[src/rtl/xbar_out_port.sv]
// Crossbar output-port controller: requests arbitration, locks onto the granted
// input for one whole packet and streams its beats through a registered valid/ready stage.
module xbar_out_port #(
  parameter int N  = 4,
  parameter int DW = 8
) (
  input  logic          clk,
  input  logic          rst_in,
  input  logic [N-1:0]  req_in,
  input  logic [N-1:0]  last_in,
  input  logic [N*DW-1:0] data_in,
  output logic [N-1:0]  arb_req,
  input  logic [N-1:0]  grant,
  output logic [N-1:0]  ack_out,
  output logic          valid_out,
  output logic [DW-1:0] data_out,
  output logic          last_out,
  input  logic          ready_in,
  output logic          busy
);

  typedef enum logic {
    IDLE = 1'b0,
    LOCK = 1'b1
  } state_t;

  state_t        state, state_next;
  logic [N-1:0]  sel, sel_next;
  logic          grant_ok;
  logic          load;
  logic [DW-1:0] sel_data;
  logic          sel_last;

  // A grant is usable only if it is one-hot and points at an input that is requesting.
  assign grant_ok = (grant != '0) &&
                    ((grant & (grant - N'(1))) == '0) &&
                    ((grant & req_in) != '0);

  assign load = (state == LOCK) && (|(req_in & sel)) && (!valid_out || ready_in);
  assign busy = (state == LOCK);

  // sel is one-hot (or zero), so an AND-OR mux is enough.
  always_comb begin
    sel_data = '0;
    sel_last = 1'b0;
    for (int i = 0; i < N; i++) begin
      if (sel[i]) begin
        sel_data = sel_data | data_in[i*DW +: DW];
        sel_last = sel_last | last_in[i];
      end
    end
  end

  always_comb begin
    // NOTE: every output of this block gets a default first, so no path leaves one unassigned and no latch is inferred.
    state_next = state;
    sel_next   = sel;
    arb_req    = '0;
    ack_out    = '0;
    case (state)
      IDLE: begin
        arb_req = req_in;
        if (grant_ok) begin
          sel_next   = grant;
          state_next = LOCK;
        end
      end
      LOCK: begin
        if (load) begin
          ack_out = sel;
          if (sel_last) begin
            sel_next   = '0;
            state_next = IDLE;
          end
        end
      end
      default: begin
        state_next = IDLE;
        sel_next   = '0;
      end
    endcase
  end

  // NOTE: state registers use non-blocking assignments so every flop samples pre-edge values.
  always_ff @(posedge clk or posedge rst_in) begin
    if (rst_in) begin
      state <= IDLE;
      sel   <= '0;
    end else begin
      state <= state_next;
      sel   <= sel_next;
    end
  end

  // Output stage: load a new beat, drain on ready, otherwise hold.
  always_ff @(posedge clk or posedge rst_in) begin
    if (rst_in) begin
      valid_out <= 1'b0;
      data_out  <= '0;
      last_out  <= 1'b0;
    end else if (load) begin
      valid_out <= 1'b1;
      data_out  <= sel_data;
      last_out  <= sel_last;
    end else if (ready_in) begin
      valid_out <= 1'b0;
    end
  end

endmodule

[config.mk]
export PLATFORM = sky130hd
export DESIGN_NAME = xbar_out_port
export DESIGN_NICKNAME = d
export VERILOG_FILES = /design/src/rtl/xbar_out_port.sv
export SDC_FILE = /design/constraint.sdc
export NUM_CORES = 1
export LEC_CHECK = 0
export ABC_AREA = 0
export CAP_MARGIN = 20
export CORE_AREA = 2 2 52 58
export CTS_BUF_LIST = sky130_fd_sc_hd__clkbuf_8 sky130_fd_sc_hd__clkbuf_16
export DETAILED_ROUTE_END_ITERATION = 12
export DIE_AREA = 0 0 54 60
export PLACE_DENSITY = 0.87
export SYNTH_ARGS = -nofsm -noshare
export SYNTH_HDL_FRONTEND = slang
export SYNTH_SLANG_ARGS = --single-unit
[constraint.sdc]
create_clock -name clk -period 3.5 [get_ports clk]
set_clock_uncertainty 0.1 [all_clocks]
set_input_delay 0.7 -clock clk [delete_from_list [all_inputs] [get_ports clk]]
set_output_delay 0.7 -clock clk [all_outputs]
set_load 0.02 [all_outputs]
After elaboration in Yosys (flattened, before gate mapping)
Cells that the tools add are included. W data, S select, Z words.

Flip-flop bits (word level): 15. Input port bits: 47. Output and inout port bits: 19. Logic and storage cells: 52.

Add/subtract/negate cells: 1. Equality and inequality tests: 3. Mux-type cells: 21. Bitwise logic cells: 10. Reduce and logical (&&, ||, !) cells: 12.

Operators by type and width (number): $mux W8 (4); $mux W4 (6); $or A8 B8 Y8 (3); $and A4 B4 Y4 (3); $mux W1 (9); $pmux W4 S2 (1); $reduce_bool A4 Y1 (2); $logic_and A1 B1 Y1 (4); $logic_not A4 Y1 (1); $ne A2 B1 Y1 const B (2); $reduce_or A4 Y1 (1); $sub A4 B1 Y4 const B (1); $or A1 B1 Y1 (3); $reduce_and A3 Y1 (1); $ne A2 B2 Y1 const B (1); $pmux W1 S2 (1); $reduce_bool A2 Y1 (1); $logic_not A1 Y1 (1); $logic_or A1 B1 Y1 (1); $not A1 Y1 (1).

Depth between registers and ports, before layout
Gate-level depths: netlist (run 1).

Depth in word-level cells: 10. Depth in mapped cells: 5. Mapped depth without buffers: 4.

Least setup slack after synthesis (run 1)
OpenSTA, ideal clock, no wires.

Kind: input-to-output. Start point: input req_in[0]. End point: output ack_out[0]. Arrival: 1.508 ns. Required time: 2.700 ns. Path slack: 1.192 ns. Cell stages on the path: 4. Path buffers: 1. Cells stage by stage: a22o_1 -> o211ai_4 -> buf_4 -> nor2_1.

Longest elaborated chain between the ends: 6.

RTL lines: start: declaration (line 9) `input logic [N-1:0] req_in,`; $and A4 B4 Y4 (line 39) `assign load = (state == LOCK) && (|(req_in & sel)) && (!valid_out || ready_in);`; $reduce_or A4 Y1 (line 39); $logic_and A1 B1 Y1 (2 in series) (line 39); $mux W4 (line 69) `if (load) begin`; $mux W4 (line 60) `case (state)`; end: declaration (line 14) `output logic [N-1:0] ack_out,`.

No other way between the ends.

Final worst setup path (run 1)
Start point: input req_in[0]. End point: output ack_out[2].

The elaborated chain is that of the path after synthesis.

==> flow_metrics.env, run 1 <==
export IMPL_fin_crit_sh_pct=92.07
export IMPL_synth_seq_cells=15
export IMPL_drtAntennaViolNets=0
export IMPL_crit_top_cell="clkdlybuf4s50_1"
export IMPL_timing_worst_setup_path_type="in2out"
export IMPL_yosysTopAreaCell="dfrtp_1"
export IMPL_final_common_cell="clkdlybuf4s50_1"
export IMPL_synth_cell_types=22
export IMPL_worstSetupStartpointType="input pin"
export IMPL_antenna_found_initial=0
export IMPL_yosys_top_cells_area="dfrtp_1 39%, a22o_1 11%, a221oi_1 7.3%"
export IMPL_num_rows=20
export IMPL_irDropWorstVdd_mv=0.4862
export IMPL_routedWlPerCell_um=15.92
export IMPL_synthesis_instances=105
export IMPL_crit_chain="clkdlybuf4s50_1 -> a22o_1 -> o211ai_4 -> nor2_1 -> clkdlybuf4s50_1"
export IMPL_cts_tree="built"
export IMPL_grt_start_max_net_pins=16
export IMPL_first_iter_violations=23
export IMPL_dr_pass1_iters=4
export IMPL_pwr_density_cell_nw_per_um2=782.9
export IMPL_post_cts_setup_buffers=0
export IMPL_insertion_delay_ns=0.25
export IMPL_rr_startpoint="sel[0]$_DFFE_PP0P_"
export IMPL_syn_avg_cell_area_um2=9.187
export IMPL_diodes=0
export IMPL_path_max_fanout=14
export IMPL_die_w_um=54
export IMPL_worstHoldStart="data_out[4]$_DFFE_PP0N_"
export IMPL_fin_nets=220
export IMPL_synth_fa_ha_area_share_pct=0
export IMPL_h_tree_depth=1
export IMPL_cp_end_kind="output pin"
export IMPL_arrival_ns=2.42
export IMPL_synth_seq_area_share_pct=38.91
export IMPL_die_h_um=60
export IMPL_root_buffer="clkbuf_8"
export IMPL_setup_viol=0
export IMPL_timing_final_crit_period_ns=3.222
export IMPL_routed_wl_mm=3.263
export IMPL_drc=0
export IMPL_cts_resized=0
export IMPL_clockBufferDepth=2
export IMPL_rsz0062_at_grt="false"
export IMPL_via_per_inst=5.537
export IMPL_nFillCells=228
export IMPL_run_status="complete, no violations"
export IMPL_path_buf_inv=2
export IMPL_synth_top_area_share_pct=38.91
export IMPL_cp_top_family="buffers and inverters"
export IMPL_startpoint="req_in[0]"
export IMPL_clock_sinks=15
export IMPL_slowest_delay_ns=0.55
export IMPL_grt_ovfl_total=0
export IMPL_final_cell_mix="65 x clkdlybuf4s50_1, 15 x dfrtp_1, 12 x a22o_1"
export IMPL_min_path_type="reg2reg"
export IMPL_grt_pass1_vias=1036
export IMPL_slew_headroom_pct=62.49
export IMPL_holdWs_ns=0.3902
export IMPL_yosys_area_share_simple_pct=14.27
export IMPL_grt_first_pass_wirelength_mm=4.850
export IMPL_power_mw=1.336
export IMPL_syn_nets=152
export IMPL_vias=1135
export IMPL_initial_utilization_pct=35.69
export IMPL_die_area_um2=3240
export IMPL_gr_usage_all_layers_pct=21.15
export IMPL_drive_gt1_share_pct=9.884
export IMPL_syn_area_um2=964.7
export IMPL_fmax_mhz=310.3
export IMPL_synth_mux_area_share_pct=0
export IMPL_drv_slew=0
export IMPL_gp_congestion=0.7392
export IMPL_cts_hold_buf=0
export IMPL_max_cap_viol_count=0
export IMPL_finalSetupTns_ns=0
export IMPL_synth_top_family_by_area="compound AO/OA/AOI/OAI gates"
export IMPL_required_ns=2.70
export IMPL_io_buffers=65
export IMPL_cp_slowest_cell="clkdlybuf4s50_1"
export IMPL_clk_pin_slew_worst_paths_ns=0.06
export IMPL_cts_buffers=3
export IMPL_hpwl_mm=2.567
export IMPL_core_area_um2=2703
export IMPL_synth_xor_area_share_pct=0.9079
export IMPL_leakagePower_nw=0.7142
export IMPL_yosysWarnings=0
export IMPL_area_growth_pct=76.91
export IMPL_finalHoldViolCount=0
export IMPL_synth_compound_area_share_pct=38.91
export IMPL_ios=66
export IMPL_worst_pin_slew_ns=0.5567
sequential cells by signal, indices dropped and copies added, names as in the netlist:
register	flops
data_out	8
sel	4
last_out	1
valid_out	1
busy	1
synthesized netlist by cell type:
cell type  count
o21ai_1        9
nor2b_1        4
nand2_1       11
or2_4          1
a22oi_1        2
o211ai_4       1
nor2_1         5
inv_1          9
buf_4          2
nand2b_1       1
o211ai_2       4
o21ai_0        3
nand3_1        4
o211ai_1       4
xor2_1         1
a311oi_2       1
a22o_1        12
clkbuf_1       5
dfrtp_1       15
a21o_2         1
a221oi_1       8
nor4b_1        2
routing by layer:
metal  up-vias  wire length [um]  global-route usage (%)
met5         -                 0                       0
met3         6               232                   3.750
met1       556              1255                   24.57
li1        532                 -                       -
met4         0                56                   10.36
met2        41              1719                   36.76
where the power goes:
| group | total [mW] | internal, mW | switching, mW |
|---|---|---|---|
| sequential | 0.335 | 0.264 | 0.0705 |
| clock | 0.139 | 0.0788 | 0.0598 |
| combinational | 0.863 | 0.407 | 0.456 |
| total | 1.34 | 0.750 | 0.586 |
layout make-up:
class	count	area [um2]	area share [%]
Inverter	9	33.78	1.979
Clock inverter	1	5.005	0.2933
Clock buffer	3	41.29	2.419
Sequential cell	15	375.4	21.99
Multi-Input combinational cell	74	521.8	30.57
Timing Repair Buffer	70	688.2	40.32
Tap cell	33	41.29	2.419
path summary, 6_finish.rpt:
kind	end	slack (ns)	depth (start not counted)
max in group asynchronous	sel[2]$_DFFE_PP0P_	2.25	2
hold reg to reg	data_out[4]$_DFFE_PP0N_	0.39	2
min in group asynchronous	valid_out$_DFFE_PP0P_	0.69	2
setup / recovery	ack_out[2]	0.28	5
setup reg to reg	sel[0]$_DFFE_PP0P_	1.72	5
hold / removal	data_out[4]$_DFFE_PP0N_	0.39	2
stage by stage:
step | worst slack, ns | utilization [%] | instance area [um2] | std cells
detailed placement | 0.2642 | 61.44 | 1660 | 201
floorplan | 1.192 | - | 964.7 | 105
CTS | 0.2621 | 63.15 | 1707 | 205
global route | 0.1906 | 63.15 | 1707 | 205
global placement | 0.3059 | 61.44 | 1660 | 201
finish | 0.2775 | 63.15 | 1707 | 205
cells by family (layout without fill, tap and decap cells):
| group | after synthesis | count (layout) |
|---|---|---|
| compound gates | 45 | 45 |
| simple gates | 28 | 28 |
| buf+inv | 16 | 83 |
| flops | 15 | 15 |
| xor+xnor | 1 | 1 |
worst min-delay path: stages (launching register included):
cell and delay [ns]:
dfrtp_1 0.34, nand2_1 0.05, o21ai_1 0.06
No activity file was read; power rests on OpenSTA's default activity.
==> inputs of run 2 (changes only) <==
ABC_CLOCK_PERIOD_IN_PS = 3500   (was not set)
CTS_CLUSTER_SIZE = 14   (was not set)
PLACE_DENSITY = 0.82   (was 0.87)
==> flow_metrics.env, run 2 (synthesized netlist as in run 1, its figures left out) <==
export IMPL_run_status="complete, no violations"
export IMPL_drive_gt1_share_pct=9.884
export IMPL_wl_met3_um=300
export IMPL_diodes=0
export IMPL_grt_first_pass_wirelength_mm=5.112
export IMPL_via_per_inst=5.493
export IMPL_fin_nets=220
export IMPL_holdWs_ns=0.3892
export IMPL_clock_sinks=15
export IMPL_hpwl_mm=2.486
export IMPL_antenna_found_initial=0
export IMPL_routedWlPerCell_um=16.22
export IMPL_grt_start_max_net_pins=24
export IMPL_final_cell_mix="65 x clkdlybuf4s50_1, 15 x dfrtp_1, 12 x a22o_1"
export IMPL_required_ns=2.70
export IMPL_routed_wl_mm=3.325
export IMPL_post_cts_setup_buffers=0
export IMPL_wl_met2_mm=1.737
export IMPL_area_growth_pct=76.91
export IMPL_pwr_density_cell_nw_per_um2=787.3
export IMPL_worstHoldStart="last_out$_DFFE_PP0N_"
export IMPL_gp_congestion=0.7980
export IMPL_vias=1126
export IMPL_slew_headroom_pct=62.85
export IMPL_io_buffers=65
export IMPL_drtAntennaViolNets=0
export IMPL_ff2ff_setup_slack_ns=1.79
export IMPL_largest_reg_flops=8
export IMPL_worst_pin_slew_ns=0.5566
export IMPL_min_path_type="reg2reg"
export IMPL_root_buffer="clkbuf_8"
export IMPL_fin_crit_sh_pct=89.06
export IMPL_r2r_cells=5
export IMPL_cts_resized=0
export IMPL_ios=66
export IMPL_irDropWorstVdd_mv=0.4802
export IMPL_first_iter_violations=43
export IMPL_cts_buffers=3
export IMPL_cts_tree="built"
export IMPL_min_path_cells=2
export IMPL_max_cap_viol_count=0
export IMPL_die_w_um=54
export IMPL_finalHoldViolCount=0
export IMPL_timing_worst_setup_path_type="in2out"
export IMPL_fmax_mhz=320.8
export IMPL_rr_startpoint="sel[3]$_DFFE_PP0P_"
export IMPL_hold_end="last_out$_DFFE_PP0N_"
export IMPL_core_area_um2=2703
export IMPL_leakagePower_nw=0.7142
export IMPL_drc=0
export IMPL_r2r_end="sel[2]$_DFFE_PP0P_"
export IMPL_die_h_um=60
export IMPL_reg_largest_list="data_out (8), sel (4)"
export IMPL_finalSetupTns_ns=0
export IMPL_timing_final_crit_period_ns=3.117
export IMPL_drv_slew=0
export IMPL_wl_met1_mm=1.252
export IMPL_h_tree_depth=1
export IMPL_final_common_cell="clkdlybuf4s50_1"
export IMPL_cp_end_kind="output pin"
export IMPL_dr_pass1_iters=4
export IMPL_max_flop_register="data_out"
export IMPL_cts_hold_buf=0
export IMPL_gr_usage_all_layers_pct=21.98
export IMPL_topRoutingLayerUsed="met4"
export IMPL_path_max_fanout=5
export IMPL_clockBufferDepth=2
export IMPL_die_area_um2=3240
export IMPL_insertion_delay_ns=0.25
export IMPL_grt_ovfl_total=0
export IMPL_setup_viol=0
export IMPL_arrival_ns=2.32
export IMPL_clk_pin_slew_worst_paths_ns=0.06
export IMPL_initial_utilization_pct=35.69
export IMPL_grt_pass1_vias=1065
export IMPL_worstSetupStartpointType="input pin"
export IMPL_rsz0062_at_grt="false"
export IMPL_num_rows=20
[run 2: final cells by class]
type                       count  area, um2
clock buffer                   3      41.29
clock inverter                 1      5.005
fill                         229      996.0
inverter                       9      33.78
multi-input combinational     74      521.8
sequential                    15      375.4
tap                           33      41.29
timing repair buffer          70      688.2
[run 2: power by group]
part / internal [mW] / switching, mW / total, mW
clock network: 0.0789 / 0.0631 / 0.142
registers: 0.264 / 0.0691 / 0.333
logic: 0.408 / 0.461 / 0.869
total: 0.750 / 0.593 / 1.34
[run 2: per-stage QoR]
step	setup slack (ns)	util, %	power, mW	std cells	area (um2)
CTS	0.3723	63.15	1.345	205	1707
global route	0.3181	63.15	1.433	205	1707
detailed placement	0.3740	61.44	1.195	201	1660
global placement	0.4351	61.44	1.168	201	1660
floorplan	1.192	-	0.8384	105	964.7
finish	0.3828	63.15	1.344	205	1707
[run 2: metal layers]
metal  GRT usage [%]  up-vias
met1           26.93      543
met5               0        -
li1                -      531
met3           4.250        5
met2           38.50       47
met4           6.429        0
[run 2: how the worst max path moves through the flow]
stage / startpoint / endpoint / slack [ns] / cells after the start
after detailed placement: req_in[0] / ack_out[0] / 0.37 / 5
after floorplan: req_in[0] / ack_out[0] / 1.19 / 4
final: req_in[0] / ack_out[0] / 0.38 / 5
after CTS: req_in[0] / ack_out[0] / 0.37 / 5
after global placement: req_in[0] / ack_out[0] / 0.44 / 5
after global routing: req_in[0] / ack_out[0] / 0.32 / 5
[run 2: worst max-delay path, cell delays in order]
cell	delay, ns
clkdlybuf4s50_1	0.51
a22o_1	0.22
o211ai_4	0.12
nor2_1	0.13
clkdlybuf4s50_1	0.63
